--- config.mk ---
export PLATFORM = sky130hd
export DESIGN_NAME = score_bcd_display_flat
export DESIGN_NICKNAME = d
export VERILOG_FILES = /design/src/rtl/score_bcd_display_pkg.sv /design/src/rtl/score_bcd_display_if.sv /design/src/rtl/bcd_to_seg7.sv /design/src/rtl/score_bcd_display.sv /design/src/flat_wrapper.sv
export SDC_FILE = /design/constraint.sdc
export NUM_CORES = 1
export LEC_CHECK = 0
export ABC_AREA = 1
export BUFFER_PORTS_ARGS = -buffer_cell sky130_fd_sc_hd__buf_2
export CORE_MARGIN = 2
export CORE_UTILIZATION = 36
export CTS_CLUSTER_SIZE = 28
export DETAILED_ROUTE_END_ITERATION = 10
export PLACE_DENSITY_LB_ADDON = 0.1
export REMOVE_ABC_BUFFERS = 1
export SETUP_SLACK_MARGIN = 0.2
export SYNTH_ARGS = -nofsm -noshare
export SYNTH_HDL_FRONTEND = slang
export SYNTH_SLANG_ARGS = --single-unit
--- constraint.sdc ---
create_clock -name clock -period 6.15 [get_ports clock]
set_input_delay 0.615 -clock clock [delete_from_list [all_inputs] [get_ports clock]]
set_output_delay 0.615 -clock clock [all_outputs]
set_load 0.01 [all_outputs]
--- src/rtl/score_bcd_display_pkg.sv ---
// Shared types and constants for the score BCD display: FSM states and
// active-low seven-segment codes (bit 0 = segment a).
package score_bcd_display_pkg;

  typedef enum logic [1:0] {
    ST_IDLE,
    ST_LOAD,
    ST_SHIFT,
    ST_DONE
  } state_t;

  localparam logic [6:0] SEG_BLANK = 7'h7F;

  localparam logic [6:0] SEG_CODES [10] = '{
    7'h40, 7'h79, 7'h24, 7'h30, 7'h19,
    7'h12, 7'h02, 7'h78, 7'h00, 7'h10
  };

  // Non-decimal nibbles show blank rather than garbage.
  function automatic logic [6:0] seg7_code(input logic [3:0] d);
    case (d)
      4'd0:    seg7_code = SEG_CODES[0];
      4'd1:    seg7_code = SEG_CODES[1];
      4'd2:    seg7_code = SEG_CODES[2];
      4'd3:    seg7_code = SEG_CODES[3];
      4'd4:    seg7_code = SEG_CODES[4];
      4'd5:    seg7_code = SEG_CODES[5];
      4'd6:    seg7_code = SEG_CODES[6];
      4'd7:    seg7_code = SEG_CODES[7];
      4'd8:    seg7_code = SEG_CODES[8];
      4'd9:    seg7_code = SEG_CODES[9];
      default: seg7_code = SEG_BLANK;
    endcase
  endfunction

endpackage

--- src/rtl/score_bcd_display_if.sv ---
// Signal bundle between the score source/processor (master) and the display
// converter (slave).
interface score_bcd_display_if #(
  parameter int NUM_DIGITS = 3,
  parameter int IN_WIDTH   = 32
);
  logic [IN_WIDTH-1:0]     score_in;
  logic                    score_valid;
  logic                    gameover_flag;
  logic                    mode_sel;
  logic                    busy;
  logic                    done;
  logic [4*NUM_DIGITS-1:0] bcd_out;
  logic [7*NUM_DIGITS-1:0] seg_out;
  logic                    overflow;
  logic [IN_WIDTH-1:0]     high_score;

  modport master (
    output score_in, score_valid, gameover_flag, mode_sel,
    input  busy, done, bcd_out, seg_out, overflow, high_score
  );

  modport slave (
    input  score_in, score_valid, gameover_flag, mode_sel,
    output busy, done, bcd_out, seg_out, overflow, high_score
  );
endinterface

--- src/rtl/bcd_to_seg7.sv ---
// Combinational decode of one BCD digit to an active-low seven-segment code.
module bcd_to_seg7
  import score_bcd_display_pkg::*;
(
  input  logic [3:0] bcd_i,
  output logic [6:0] seg_o
);

  always_comb begin
    seg_o = seg7_code(bcd_i);
  end

endmodule

--- src/rtl/score_bcd_display.sv ---
// Binary score to BCD/seven-segment display via shift-add-3, with high-score
// tracking and a one-deep pending request; latency IN_WIDTH+2 cycles to done.
module score_bcd_display
  import score_bcd_display_pkg::*;
#(
  parameter int NUM_DIGITS    = 3,
  parameter int IN_WIDTH      = 32,
  parameter int BLANK_LEADING = 1
) (
  input logic          clock,
  input logic          reset,
  score_bcd_display_if.slave bus
);

  localparam int BW = 4 * NUM_DIGITS;
  localparam int SW = 7 * NUM_DIGITS;
  localparam int CW = $clog2(IN_WIDTH + 1);

  function automatic logic [SW-1:0] seg_reset_val();
    logic [SW-1:0] v;
    for (int i = 0; i < NUM_DIGITS; i++) begin
      v[7*i +: 7] = (i == 0 || BLANK_LEADING == 0) ? SEG_CODES[0] : SEG_BLANK;
    end
    return v;
  endfunction

  localparam logic [SW-1:0] SEG_RST = seg_reset_val();

  state_t              state_q, state_d;
  logic [IN_WIDTH-1:0] src_q, src_d;
  logic [BW-1:0]       acc_q, acc_d;
  logic [CW-1:0]       cnt_q, cnt_d;
  logic                ovf_acc_q, ovf_acc_d;
  logic                busy_q, busy_d;
  logic                done_q, done_d;
  logic [BW-1:0]       bcd_q, bcd_d;
  logic [SW-1:0]       seg_q, seg_d;
  logic                ovf_q, ovf_d;
  logic [IN_WIDTH-1:0] hs_q, hs_d;
  logic                pend_q, pend_d;
  logic                gov_q, gov_d;
  logic                armed_q, armed_d;
  logic                mode_q, mode_d;

  logic [BW-1:0] acc_adj;
  logic [BW-1:0] disp_bcd;
  logic [SW-1:0] seg_raw;
  logic [SW-1:0] seg_disp;
  logic          gov_edge;
  logic          hs_upd;
  logic          pend_set;

  always_comb begin
    for (int i = 0; i < NUM_DIGITS; i++) begin
      acc_adj[4*i +: 4] = (acc_q[4*i +: 4] >= 4'd5) ? acc_q[4*i +: 4] + 4'd3
                                                     : acc_q[4*i +: 4];
    end
  end

  assign disp_bcd = ovf_acc_q ? {NUM_DIGITS{4'h9}} : acc_q;

  for (genvar g = 0; g < NUM_DIGITS; g++) begin : g_seg
    bcd_to_seg7 u_seg (
      .bcd_i (disp_bcd[4*g +: 4]),
      .seg_o (seg_raw[7*g +: 7])
    );
  end

  // Blank zeros above the most significant non-zero digit; digit 0 always shows.
  always_comb begin
    logic seen_nz;
    seen_nz  = 1'b0;
    seg_disp = seg_raw;
    for (int i = NUM_DIGITS - 1; i > 0; i--) begin
      if (disp_bcd[4*i +: 4] != 4'd0) seen_nz = 1'b1;
      if (BLANK_LEADING != 0 && !seen_nz) seg_disp[7*i +: 7] = SEG_BLANK;
    end
  end

  // armed_q masks the first post-reset cycle so a flag held through reset is not an event.
  assign gov_edge = bus.gameover_flag & ~gov_q & armed_q;
  assign hs_upd   = gov_edge && (bus.score_in > hs_q);
  assign pend_set = ((state_q != ST_IDLE) &&
                     (bus.score_valid || (bus.mode_sel != mode_q))) ||
                    (hs_upd && bus.mode_sel);

  always_comb begin
    state_d   = state_q;
    src_d     = src_q;
    acc_d     = acc_q;
    cnt_d     = cnt_q;
    ovf_acc_d = ovf_acc_q;
    bcd_d     = bcd_q;
    seg_d     = seg_q;
    ovf_d     = ovf_q;
    done_d    = 1'b0;
    hs_d      = hs_upd ? bus.score_in : hs_q;
    gov_d     = bus.gameover_flag;
    armed_d   = 1'b1;
    mode_d    = bus.mode_sel;

    case (state_q)
      ST_IDLE: begin
        if (bus.score_valid || pend_q) state_d = ST_LOAD;
      end
      ST_LOAD: begin
        src_d     = bus.mode_sel ? hs_q : bus.score_in;
        acc_d     = '0;
        cnt_d     = '0;
        ovf_acc_d = 1'b0;
        state_d   = ST_SHIFT;
      end
      ST_SHIFT: begin
        acc_d     = {acc_adj[BW-2:0], src_q[IN_WIDTH-1]};
        src_d     = src_q << 1;
        ovf_acc_d = ovf_acc_q | acc_adj[BW-1];
        cnt_d     = cnt_q + CW'(1);
        if (cnt_q == CW'(IN_WIDTH - 1)) state_d = ST_DONE;
      end
      ST_DONE: begin
        bcd_d   = disp_bcd;
        seg_d   = seg_disp;
        ovf_d   = ovf_acc_q;
        done_d  = 1'b1;
        state_d = ST_IDLE;
      end
      default: state_d = ST_IDLE;
    endcase

    // A set in the LOAD cycle survives the clear so the new data is re-converted.
    pend_d = (pend_q && (state_q != ST_LOAD)) || pend_set;
    busy_d = (state_d != ST_IDLE);
  end

  always_ff @(posedge clock or posedge reset) begin
    if (reset) begin
      state_q   <= ST_IDLE;
      src_q     <= '0;
      acc_q     <= '0;
      cnt_q     <= '0;
      ovf_acc_q <= 1'b0;
      busy_q    <= 1'b0;
      done_q    <= 1'b0;
      bcd_q     <= '0;
      seg_q     <= SEG_RST;
      ovf_q     <= 1'b0;
      hs_q      <= '0;
      pend_q    <= 1'b0;
      gov_q     <= 1'b0;
      armed_q   <= 1'b0;
      mode_q    <= 1'b0;
    end else begin
      state_q   <= state_d;
      src_q     <= src_d;
      acc_q     <= acc_d;
      cnt_q     <= cnt_d;
      ovf_acc_q <= ovf_acc_d;
      busy_q    <= busy_d;
      done_q    <= done_d;
      bcd_q     <= bcd_d;
      seg_q     <= seg_d;
      ovf_q     <= ovf_d;
      hs_q      <= hs_d;
      pend_q    <= pend_d;
      gov_q     <= gov_d;
      armed_q   <= armed_d;
      mode_q    <= mode_d;
    end
  end

  assign bus.busy       = busy_q;
  assign bus.done       = done_q;
  assign bus.bcd_out    = bcd_q;
  assign bus.seg_out    = seg_q;
  assign bus.overflow   = ovf_q;
  assign bus.high_score = hs_q;

endmodule

--- src/flat_wrapper.sv ---
// flat-port wrapper written by rule: the top's interface ports become plain ports
module score_bcd_display_flat import score_bcd_display_pkg::*;
#(
  parameter int NUM_DIGITS    = 3,
  parameter int IN_WIDTH      = 32,
  parameter int BLANK_LEADING = 1
)
  (clock, reset, bus_score_in, bus_score_valid, bus_gameover_flag, bus_mode_sel, bus_busy, bus_done, bus_bcd_out, bus_seg_out, bus_overflow, bus_high_score);
  score_bcd_display_if #(.NUM_DIGITS(NUM_DIGITS), .IN_WIDTH(IN_WIDTH)) bus_i ();
  input logic clock;
  input logic reset;
  input wire logic [$bits(bus_i.score_in)-1:0] bus_score_in;
  input wire logic [$bits(bus_i.score_valid)-1:0] bus_score_valid;
  input wire logic [$bits(bus_i.gameover_flag)-1:0] bus_gameover_flag;
  input wire logic [$bits(bus_i.mode_sel)-1:0] bus_mode_sel;
  output wire logic [$bits(bus_i.busy)-1:0] bus_busy;
  output wire logic [$bits(bus_i.done)-1:0] bus_done;
  output wire logic [$bits(bus_i.bcd_out)-1:0] bus_bcd_out;
  output wire logic [$bits(bus_i.seg_out)-1:0] bus_seg_out;
  output wire logic [$bits(bus_i.overflow)-1:0] bus_overflow;
  output wire logic [$bits(bus_i.high_score)-1:0] bus_high_score;
  assign bus_i.score_in = bus_score_in;
  assign bus_i.score_valid = bus_score_valid;
  assign bus_i.gameover_flag = bus_gameover_flag;
  assign bus_i.mode_sel = bus_mode_sel;
  assign bus_busy = bus_i.busy;
  assign bus_done = bus_i.done;
  assign bus_bcd_out = bus_i.bcd_out;
  assign bus_seg_out = bus_i.seg_out;
  assign bus_overflow = bus_i.overflow;
  assign bus_high_score = bus_i.high_score;
  score_bcd_display #(.NUM_DIGITS(NUM_DIGITS), .IN_WIDTH(IN_WIDTH), .BLANK_LEADING(BLANK_LEADING)) u_core (.clock(clock), .reset(reset), .bus(bus_i));
endmodule
Word-level counts from Yosys, hierarchy flattened
Memories as Yosys holds them, arrays and structs flattened. A register that Yosys moved wholly into a read port is not among the register bits. Index checks and enable logic that the tools add are counted. Widths: inputs -> output; s select.

Add/sub/neg operators: 4. Equal/unequal tests: 6. Mux-type cells: 17. Bitwise gates (word level): 4. Reduce and logical (&&, ||, !) cells: 14. $lt $le $gt $ge: 4.

Operators with widths (number): $pmux 32 s2 (1); $gt 32x32->1 (1); $mux 32 (1); $pmux 12 s2 (1); $mux 7 (2); $add 4x2->4 const B (3); $ge 4x3->1 const B (3); $mux 12 (1); $mux 4 (3); $pmux 6 s2 (1); $pmux 2 s4 (1); $reduce_bool 4->1 (2); $add 6x1->6 const B (1); $eq 6x5->1 const B (1); $reduce_bool 2->1 (3); $eq 2x2->1 const B (2); $logic_and 1x1->1 (4); $logic_or 1x1->1 (4); $mux 2 (2); $mux 1 (3); $and 1x1->1 (2); $eq 2x1->1 const B (1); $logic_not 2->1 (1); $ne 2x1->1 const B (1); other kinds (4) (4).

Register bits after elaboration: 125. Memories kept: 3. Bits in read-only memories: 336.

Memories: (no name shown) (words 16, width 7, rd ports 1, clocked after Yosys merged registers in 1, write ports 0, line score_bcd_display_pkg.sv:21) `case (d)`; (no name shown) (words 16, width 7, rd ports 1, clocked after Yosys merged registers in 0, write ports 0, line score_bcd_display_pkg.sv:21); (no name shown) (words 16, width 7, rd ports 1, clocked after Yosys merged registers in 0, write ports 0, line score_bcd_display_pkg.sv:21).

Logic depth before layout (Yosys ltp)
Depth in word-level cells: 7. Depth in mapped cells: 17. Mapped depth without buffers: 16.

Modules after synthesis
A second synthesis with hierarchy kept.

Cells, all modules: 889. Area total of the unflattened synthesis: 7088.0 µm².

Modules (own cells, without submodules): score_bcd_display (area an instance 6525.0 µm², cells each 784, instances 1); bcd_to_seg7 (area an instance 187.7 µm², cells each 35, instances 3).

Least setup slack after synthesis
OpenSTA, ideal clock, no wires.

Path type: in2reg. Start point: input port bus_score_in[23]. End point: register u_core.hs_q[0], in the netlist u_core.bus.high_score[0]. Slack: 4260 ps. Buffers on the path: 1. Data arrival time: 1773 ps. Cell stages on the path: 11. Required time: 6033 ps. Cell sequence: ha_1 > nand2_1 > nor2_1 > nand4_1 > nor2_2 > nand2_1 > nand2_4 > nand2_4 > buf_6 > nand2_1 > nand2_1.

Longest elaborated chain between the ends: 2.

RTL lines: start, declared (line flat_wrapper.sv:12) `input wire logic [$bits(bus_i.score_in)-1:0] bus_score_in;`; $gt 32x32->1 (line score_bcd_display.sv:82) `assign hs_upd = gov_edge && (bus.score_in > hs_q);`; $logic_and 1x1->1 (line score_bcd_display.sv:82); end signal, assigned (line score_bcd_display.sv:163) `hs_q <= hs_d;`; end, declared (line score_bcd_display.sv:39) `logic [IN_WIDTH-1:0] hs_q, hs_d;`.

Every way passes these cells. A chain may end at the register's enable or synchronous reset.

Worst setup path after layout
Start point: register u_core.state_q[0]. End point: register u_core.acc_q[11].

Longest elaborated chain between the ends: 2. Elaborated cells on any way between the ends: 4. Classes of those cells: 2 x eq/ne; 1 x mux; 1 x reduce/logical.

RTL lines: start, declared (line score_bcd_display.sv:29) `state_t state_q, state_d;`; start signal, assigned (line score_bcd_display.sv:153) `state_q <= state_d;`; $eq 2x2->1 / $eq 2x1->1 (equally long branches) (line score_bcd_display.sv:102) `case (state_q)`; $pmux 12 s2 / $reduce_bool 2->1 (equally long branches); end signal, assigned (line score_bcd_display.sv:139) `acc_q <= '0;`; end signal, assigned (line score_bcd_display.sv:155) `acc_q <= acc_d;`; end, declared (line score_bcd_display.sv:31) `logic [BW-1:0] acc_q, acc_d;`.

Several ways; a longest one is shown, not always the timed one.

==> flow_summary.yaml <==
status:
  status: "completed"
global_route:
  grt_pass1_wl_mm: 28.0
  overflow: 0
  track_usage: 0.172
  grt_max_degree: 71
  grt_pass1_vias: 5694
  antenna_found_initial: 0
sta:
  clock_skew_ps: 8.85
  tightest_slew_ps: 929
  finalSetupTns_ps: 0
  final-setup-viol-count: 0
  period_share: 0.482
  clock.fmax_mhz: 337
  slew_viol_final: 0
  period_minus_slack_ps: 2970
  slew_headroom: 0.380
  rsz0062_at_grt: "false"
  hold_viol_final: 0
clock_network:
  cts_sinks: 125
  cts_max_path_buffers: 2
  cts-root-buf: "clkbuf_16"
  clk_pin_slew_ps: 50
  h-tree-depth: 4
  holdBufCountCts: 0
  cts.repair.resized: 0
  cts_tree: "done"
  numCtsBuffers: 17
  insertion_delay_ps: 410
  post-cts-setup-buffers: 0
synth:
  synth_cells: 835
  ys_seq_elements: 125
  ys.flop_type: "dfrtp_1"
  syn_avg_cell_area_um2: 8.26
  yosysWarnings: 0
  async_flop_share: 1.00
  syn_area_mm2: 0.00690
  synth_seq_area_share: 0.456
  yosysUniqueCellTypes: 42
  synth-edff-count: 0
placement:
  place_congestion: 0.782
  io_buffer_count: 104
  dp_hpwl_mm: 10.9
power:
  p_int_mw: 2.10
  switchingPower_mw: 1.31
  p_comb_frac: 0.364
  seq_power_share: 0.337
  power_mw: 3.41
  pwr-share-clk: 0.300
  ir_drop_uv: 211
  swShare: 0.384
  p_leak_nw: 4.22
  powerDensity_mw_per_mm2: 417
cells_and_area:
  diodes: 0
  fillers: 1931
  syn2layout_area_growth_pct: 18.4
  nets: 1026
  final_common_cell: "nand2_1"
  final_cell_mix: "nand2_1 (220), dfrtp_1 (110), buf_2 (104), inv_1 (95), o21ai_0 (76)"
  drive_gt1_frac: 0.181
  multi_input_area_mm2: 0.00320
  final-seq-area_mm2: 0.00315
setup_path:
  cp_max_fo: 35
  arrival_ps: 3230
  endpoint_kind: "flip-flop"
  cp.required_ps: 6420
  crit_type: "flip-flop to flip-flop"
  cp-start-kind: "flip-flop"
floorplan:
  die_x_um: 142
  initial_utilization: 0.367
  core_area_mm2: 0.0188
  die-height_um: 142
  ios: 105
  row_count: 50
  dieArea_mm2: 0.0203
drt:
  firstDrtPassIters: 5
  num_vias: 5726
  ant_nets: 0
  remaining_drc_errors: 0
  finalWirelength_mm: 16.4
  routed_via_density: 4.86
  drtIter0Drc: 261
  avgRoutedWirePerCell_um: 14.0
hold_path:
  hp-class: "primary input to asynchronous set/reset pin"
flow_run:
  cap_violations: 0
[metrics by stage]
| stage | instance area [um2] | setup slack (ps) | util | hold slack (ps) | std cells |
|---|---|---|---|---|---|
| 2_1_floorplan | 6720 | 2230 | - | 453 | 802 |
| 3_3_place_gp | 7580 | 3200 | 0.404 | 461 | 1145 |
| 3_5_place_dp | 7580 | 3160 | 0.404 | 468 | 1145 |
| 4_1_cts | 8170 | 3150 | 0.435 | 345 | 1177 |
| 5_1_grt | 8170 | 2950 | 0.435 | 363 | 1177 |
| 6_report | 8170 | 3180 | 0.435 | 312 | 1177 |
[synth_stat cells, types with 2 or more instances]
library cell | instances | share of area
nand2_1 | 220 | 0.12
dfrtp_1 | 110 | 0.40
inv_1 | 96 | 0.052
o21ai_0 | 76 | 0.055
ha_1 | 59 | 0.11
nor2_1 | 58 | 0.032
nand3_1 | 50 | 0.036
a21oi_1 | 44 | 0.032
o221ai_1 | 31 | 0.039
clkbuf_1 | 16 | 0.0087
dfstp_2 | 15 | 0.057
buf_2 | 7 | 0.0051
buf_6 | 4 | 0.0065
o22ai_1 | 4 | 0.0036
or2_2 | 4 | 0.0036
buf_1 | 3 | 0.0016
buf_4 | 3 | 0.0033
inv_2 | 3 | 0.0016
nand4_1 | 3 | 0.0027
a21oi_2 | 2 | 0.0025
nand2_4 | 2 | 0.0033
nor3_1 | 2 | 0.0015
o211ai_1 | 2 | 0.0022
o21a_1 | 2 | 0.0022
xor2_1 | 2 | 0.0025
[metal layers]
metal,wire length [um],vias up,track usage
met1,7990,2691,0.224
met5,0,-,0
met2,7800,82,0.294
met3,482,12,0.0299
met4,177,0,0.0500
li1,-,2941,-
[cells by family (layout without fill, tap and decap cells)]
kind of cell	Yosys count	count (layout)	share of synthesized area
AO/OA/AOI/OAI	169	169	0.146
AND/OR/NAND/NOR	346	346	0.208
flip-flops	125	125	0.456
XOR/XNOR	2	2	0.00254
adder cells (fa/ha/maj)	59	59	0.107
other	1	1	0.000544
buffers and inverters	133	241	0.0796
[critical path, stage by stage, from the launching register on]
cell and delay, ps:
dfrtp_1 410, inv_1 100, ha_1 300, buf_4 260
nand2_2 440, clkinv_1 860, nand3_1 310, o21ai_0 130
[power groups by stage]
stage	clock (mW)	sequential, mW	combinational (mW)
finish	1.02	1.15	1.24
global route	1.08	1.17	1.46
CTS	1.04	1.15	1.26
detailed placement	0	1.16	1.25
global placement	0	1.16	1.25
floorplan	0	1.18	0.847
[worst paths after layout]
path | slack (ps) | cells past startpoint | to | start
min in group clock | 370 | 1 | u_core.gov_q | bus_gameover_flag
min reg2reg | 480 | 2 | u_core.bus.bcd_out[10] | u_core.bus.bcd_out[10]
max reg2reg | 3180 | 7 | u_core.acc_q[11] | u_core.state_q[0]
max in group asynchronous | 4440 | 3 | u_core.bus.high_score[17] | reset
min | 310 | 2 | u_core.bus.bcd_out[6] | reset
max | 3180 | 7 | u_core.acc_q[11] | u_core.state_q[0]
[cell type report]
type                            count  share of cell area
Clock inverter                     12              0.0178
Tap cell                          234              0.0358
Clock buffer                       20              0.0547
Multi-Input combinational cell    577               0.392
Timing Repair Buffer              109              0.0683
Inverter                          100              0.0463
Sequential cell                   125               0.385
[sequential cells by signal (all words and copies together), names as in the netlist]
register,flops
u_core.src_q,32
u_core.mode_q,1
u_core.bus.done,1
u_core.bus.busy,1
u_core.cnt_q,6
u_core.bus.seg_out,21
u_core.armed_q,1
u_core.bus.high_score,32
u_core.bus.bcd_out,12
u_core.acc_q,12
u_core.ovf_acc_q,1
u_core.bus.overflow,1
u_core.state_q,2
u_core.pend_q,1
u_core.gov_q,1
No activity file was read; power rests on OpenSTA's default activity.
